## src/rtl/sc_b2s_pkg.sv

```systemverilog
// Shared types and Q1.7 limits for the stochastic-to-binary back ends.
package sc_b2s_pkg;

    typedef enum logic [1:0] {IDLE, SKIP, COUNT, HOLD} b2s_state_t;

    localparam int unsigned SAT_W   = 8;
    localparam int          SAT_MAX = 127;
    localparam int          SAT_MIN = -128;

endpackage

```

## src/rtl/sc_b2s_sat.sv

```systemverilog
// Ones count to signed bipolar value, full precision and clamped Q1.7.
module sc_b2s_sat
    import sc_b2s_pkg::*;
#(
    parameter int unsigned WIN_LOG2 = 8
) (
    input  logic [WIN_LOG2:0]          n,
    output logic signed [WIN_LOG2+1:0] sum_c,
    output logic signed [SAT_W-1:0]    sat_c
);

    localparam int unsigned SW = WIN_LOG2 + 2;
    localparam int unsigned SH = WIN_LOG2 - 7;
    localparam int unsigned W  = 1 << WIN_LOG2;

    logic signed [SW-1:0] d;
    logic signed [SW-1:0] sh;

    // D = 2N - W wraps correctly in SW bits since |D| <= W; then scale and clamp.
    always_comb begin
        d     = SW'({n, 1'b0}) - SW'(W);
        sh    = d >>> SH;
        sum_c = d;
        if (sh > SW'(SAT_MAX)) begin
            sat_c = SAT_W'(SAT_MAX);
        end else if (sh < SW'(SAT_MIN)) begin
            sat_c = SAT_W'(SAT_MIN);
        end else begin
            sat_c = SAT_W'(sh);
        end
    end

endmodule

```

## src/rtl/sc_bi_window_b2s.sv

```systemverilog
// Windowed ones counter turning the bipolar MAC bitstream into a binary result.
module sc_bi_window_b2s #(
    parameter int unsigned WIN_LOG2 = 8,
    parameter int unsigned SKIP     = 2
) (
    input  logic                       clk,
    input  logic                       rst,
    input  logic                       iBit,
    input  logic                       iStart,
    input  logic                       iReady,
    output logic                       oBusy,
    output logic                       oValid,
    output logic signed [WIN_LOG2+1:0] oSum,
    output logic signed [7:0]          oSat
);

    import sc_b2s_pkg::b2s_state_t;

    localparam int unsigned W          = 1 << WIN_LOG2;
    localparam int unsigned NW         = WIN_LOG2 + 1;
    localparam int unsigned CW         = ((WIN_LOG2 > 4) ? WIN_LOG2 : 4) + 1;
    localparam int unsigned SKIP_LAST  = (SKIP > 0) ? SKIP - 1 : 0;
    localparam int unsigned COUNT_LAST = W - 1;
    localparam b2s_state_t  START_ST   = (SKIP > 0) ? sc_b2s_pkg::SKIP : sc_b2s_pkg::COUNT;

    b2s_state_t                 state, state_d;
    logic [CW-1:0]              cnt, cnt_d;
    logic [NW-1:0]              n, n_d, n_inc;
    logic                       load;
    logic signed [WIN_LOG2+1:0] sum_c;
    logic signed [7:0]          sat_c;

    // Final count includes the bit presented on the last COUNT cycle.
    assign n_inc = n + NW'(iBit);

    sc_b2s_sat #(
        .WIN_LOG2 (WIN_LOG2)
    ) u_sat (
        .n     (n_inc),
        .sum_c (sum_c),
        .sat_c (sat_c)
    );

    // Next-state logic; one cycle counter serves both SKIP and COUNT.
    always_comb begin
        state_d = state;
        cnt_d   = cnt;
        n_d     = n;
        load    = 1'b0;
        case (state)
            sc_b2s_pkg::IDLE: begin
                if (iStart) begin
                    state_d = START_ST;
                    cnt_d   = '0;
                    n_d     = '0;
                end
            end
            sc_b2s_pkg::SKIP: begin
                if (cnt == CW'(SKIP_LAST)) begin
                    state_d = sc_b2s_pkg::COUNT;
                    cnt_d   = '0;
                    n_d     = '0;
                end else begin
                    cnt_d = cnt + CW'(1);
                end
            end
            sc_b2s_pkg::COUNT: begin
                n_d = n_inc;
                if (cnt == CW'(COUNT_LAST)) begin
                    state_d = sc_b2s_pkg::HOLD;
                    load    = 1'b1;
                end else begin
                    cnt_d = cnt + CW'(1);
                end
            end
            sc_b2s_pkg::HOLD: begin
                if (iReady) begin
                    if (iStart) begin
                        state_d = START_ST;
                        cnt_d   = '0;
                        n_d     = '0;
                    end else begin
                        state_d = sc_b2s_pkg::IDLE;
                    end
                end
            end
            default: begin
                state_d = sc_b2s_pkg::IDLE;
            end
        endcase
    end

    // State, counters and registered outputs.
    always_ff @(posedge clk or posedge rst) begin
        if (rst) begin
            state  <= sc_b2s_pkg::IDLE;
            cnt    <= '0;
            n      <= '0;
            oBusy  <= 1'b0;
            oValid <= 1'b0;
            oSum   <= '0;
            oSat   <= '0;
        end else begin
            state  <= state_d;
            cnt    <= cnt_d;
            n      <= n_d;
            oBusy  <= (state_d != sc_b2s_pkg::IDLE);
            oValid <= (state_d == sc_b2s_pkg::HOLD);
            if (load) begin
                oSum <= sum_c;
                oSat <= sat_c;
            end
        end
    end

endmodule
```

## config.mk

```make
export PLATFORM = sky130hd
export DESIGN_NAME = sc_bi_window_b2s
export DESIGN_NICKNAME = d
export VERILOG_FILES = /design/src/rtl/sc_b2s_pkg.sv /design/src/rtl/sc_b2s_sat.sv /design/src/rtl/sc_bi_window_b2s.sv
export SDC_FILE = /design/constraint.sdc
export NUM_CORES = 1
export LEC_CHECK = 0
export ABC_AREA = 1
export CORE_MARGIN = 1
export CORE_UTILIZATION = 46
export CTS_BUF_LIST = sky130_fd_sc_hd__clkbuf_2
export DETAILED_ROUTE_END_ITERATION = 16
export PLACE_DENSITY_LB_ADDON = 0.08
export SLEW_MARGIN = 20
export SYNTH_ARGS = -nofsm -noshare
export SYNTH_HDL_FRONTEND = slang
export SYNTH_SLANG_ARGS = --single-unit
```

## constraint.sdc

```tcl
create_clock -name clk -period 2.4 [get_ports clk]
set_input_delay 0.24 -clock clk [delete_from_list [all_inputs] [get_ports clk]]
set_output_delay 0.24 -clock clk [all_outputs]
set_load 0.01 [all_outputs]
```

==> impl_metrics.csv <==
group,metric,value,unit
cts,tritoncts,"yes",
timing,fin_crit,2240,ps
power,p_sw_share,38.3,%
timing,report.final.slew_viol_count,0,
placed_design,dpl_cell_area,2580,sq um
synthesis,synth_fp_nets,294,
grt,grt.overflow.total,0,
timing,setup_slack,158,ps
cts,clk_pin_slew_worst_paths,210,ps
synthesis,ys_top_cells_by_area,"dfrtp_1 44%, nand2_1 12%, ha_1 6.7%, inv_1 5.4%, o21ai_0 4.9%",
synthesis,syn_area_per_cell,8.05,sq um
floorplan,io_pins,25,
timing,fin_crit_sh,93.4,%
layout,final.fill_count,427,
grt,antenna_found_initial,0,
min_path,hold_class,"in2async",
power,p_int,0.000929,W
layout,drive_gt1_share,13.7,%
synthesis,synth_top_cell_by_area,"dfrtp_1",
worst_setup_path,path_buf_inv,2,
layout,area.growth.synth_to_final,17.8,%
power,seq_power_share,49.1,%
cts,insertion_delay,410,ps
placed_design,portBuffers,23,
worst_setup_path,cpMostUsedCell,"nor2_1",
floorplan,die_h,71.6,microns
synthesis,synth.cell_area,2230,sq um
worst_setup_path,worstReg2RegEnd,"cnt[7]$_DFFE_PP0P_",
detailed_routing,dr.pass1.iters,4,
detailed_routing,drt_iter0_drc,82,
synthesis,yosysSeqAreaShare,43.8,%
synthesis,syn-instance-count,277,
cts,root_buffer,"clkbuf_2",
timing,max_freq,446,MHz
cts,clock-sinks,39,
worst_setup_path,criticalPathCategory,"reg2reg",
floorplan,start_util,49.5,%
worst_setup_path,slowest_delay,470,ps
grt,grtUsageTotal,21.3,%
worst_setup_path,crit_path_end_kind,"flop",
timing,setup_viol,0,
cts,cts_buffer_depth,2,
synthesis,yosys_warnings,0,
worst_setup_path,crit_slowest_cell,"dfrtp_1",
timing,fin_skew,16.7,ps
worst_setup_path,worstRegToRegCells,12,
floorplan,die-area,5130,sq um
floorplan,core_area,4500,sq um
worst_setup_path,r2r_start,"cnt[0]$_DFFE_PP0P_",
detailed_routing,drt_wl_total,4.75,mm
worst_setup_path,crit_arrival,2550,ps
power,power_density,573,nW/um^2
timing,rsz0062_at_grt,"false",
detailed_routing,vias,1826,
power,p_sw,0.000576,W
grt,grt_max_degree,40,
power,peakVddDrop,0.344,mV
layout,regArea,976,sq um
detailed_routing,route.detailed.drc,0,
placed_design,finalWeightedCongestion,0.825,
power,p_comb_share,31.8,%
worst_setup_path,crit_fanout,11,
synthesis,synth_seq_cells,39,
floorplan,rows,24,
timing,finalHoldViolations,0,
cts,cts_setup_buffers,0,
synthesis,yosys.cell_types.count,34,
power,clkPwrFrac,19.2,%
placed_design,hpwl,3.47,mm
detailed_routing,wire_per_inst,13.0,microns
layout,finish.net_count,330,
detailed_routing,vias_per_cell,5.00,
timing,holdWs,219,ps
cts,h-tree-depth,2,
worst_setup_path,r2r_slack,160,ps
layout,final_cell_mix,"71 x nand2_1, 39 x dfrtp_1, 32 x inv_1, 28 x nor2_1, 23 x clkdlybuf4s50_1",
synthesis,synth_top_area_share,43.8,%
layout,antenna-diode-count,0,
grt,grt_pass1_wl,8.41,mm
power,leakagePower,1.25,nW
layout,post-route-cell-area,2630,sq um
worst_setup_path,start_kind,"flop",
status,status,"complete, no violations",
layout,multi_input_area,1100,sq um
detailed_routing,postRouteAntennaNets,0,
floorplan,die_w,71.6,microns
worst_setup_path,cp_top_family,"simple AND/OR/NAND/NOR gates",
run,cap_violations,0,
cts,numCtsBuffers,5,
grt,grt_pass1_vias,1759,
worst_setup_path,crit_chain,"ha_1 -> nand4_1 -> nor2_1 -> nand2_1 -> nor2_1 -> ha_1 -> nand2_4 -> inv_2 -> nor3_4 -> inv_2 -> nor2_2 -> nor2_1",
worst_setup_path,cp.required,2710,ps
placed_design,place_ws,-178,ps
layout,final_common_cell,"nand2_1",
[how the worst max path moves through the flow]
stage                             startpoint                   to  slack, ps  cells after the start
after floorplan             n[0]$_DFFE_PP0P_  oSat[7]$_DFFE_PP0P_        290                     15
after global routing        n[0]$_DFFE_PP0P_  oSat[7]$_DFFE_PP0P_          6                     15
after global placement                  iBit  oSat[7]$_DFFE_PP0P_       -140                     15
final                     cnt[0]$_DFFE_PP0P_   cnt[7]$_DFFE_PP0P_        160                     12
after CTS                 cnt[0]$_DFFE_PP0P_   cnt[3]$_DFFE_PP0P_        140                     13
after detailed placement                iBit  oSat[7]$_DFFE_PP0P_       -180                     15
[state kept, by name (all words and copies together) (netlist names)]
signal,count
state,2
n,9
oSat,8
oBusy,1
oValid,1
cnt,9
oSum,9
[power groups by stage]
stage	Sequential, W	Clock (W)	Combinational [W]
after floorplan	0.000751	0	0.000362
after global placement	0.000750	0	0.000469
after detailed placement	0.000751	0	0.000474
after CTS	0.000738	0.000305	0.000475
after global routing	0.000744	0.000333	0.000553
final	0.000738	0.000288	0.000478
[repair_timing]
item                                    4_1_cts  5_1_grt
gates resized for setup                       0        2
endpoints found under the setup margin        0        8
hold endpoints to repair                      0        0
hold buffers                                  0        0
[cells by family after synthesis]
kind of cell,Yosys count,synth area share (%)
fa+ha+maj,12,6.73
other cells,1,0.168
xor+xnor,3,1.52
flops,39,43.8
simple gates,147,31.8
compound gates,35,8.53
buf+inv,40,7.46
[layout make-up]
cell class	instances	share of cell area [%]
clock buffer	5	0.953
multi-input combinational	198	41.8
clock inverter	2	0.524
inverter	34	4.86
tap	52	2.48
sequential	39	37.2
timing repair buffer	35	12.2
[worst register-to-register path: stages, from the launching register on]
cell,delay (ps)
dfrtp_1,470
ha_1,250
nand4_1,120
nor2_1,70
nand2_1,70
nor2_1,40
ha_1,220
nand2_4,80
inv_2,50
nor3_4,260
inv_2,180
nor2_2,270
nor2_1,80
[synthesized netlist by cell type, drive strengths merged]
cell,count
nand3,20
o21bai,1
o21ai,25
inv,34
nand2,78
conb,1
o211ai,1
nor2,34
clkbuf,2
nand4,6
nand3b,5
o31ai,1
xor2,2
o2111ai,1
dfrtp,39
nor3,4
buf,4
ha,12
a21oi,6
xnor2,1
[metrics by stage]
stage	total power (W)	TNS (ps)	utilization (%)	cells
detailed placement	0.00122	-1080	57.2	358
global route	0.00163	0	58.3	365
finish	0.00150	0	58.3	365
floorplan	0.00111	0	-	277
CTS	0.00152	0	58.1	365
global placement	0.00122	-645	57.2	358
[routing by layer]
| metal | wire length (microns) | part of all wire (%) | track usage [%] |
|---|---|---|---|
| met5 | 0 | 0 | 0 |
| met4 | 68 | 1.4 | 7.19 |
| met3 | 173 | 3.6 | 4.50 |
| met2 | 2010 | 42 | 29.9 |
| met1 | 2510 | 53 | 32.5 |
Power figures use the tool's default switching activity.
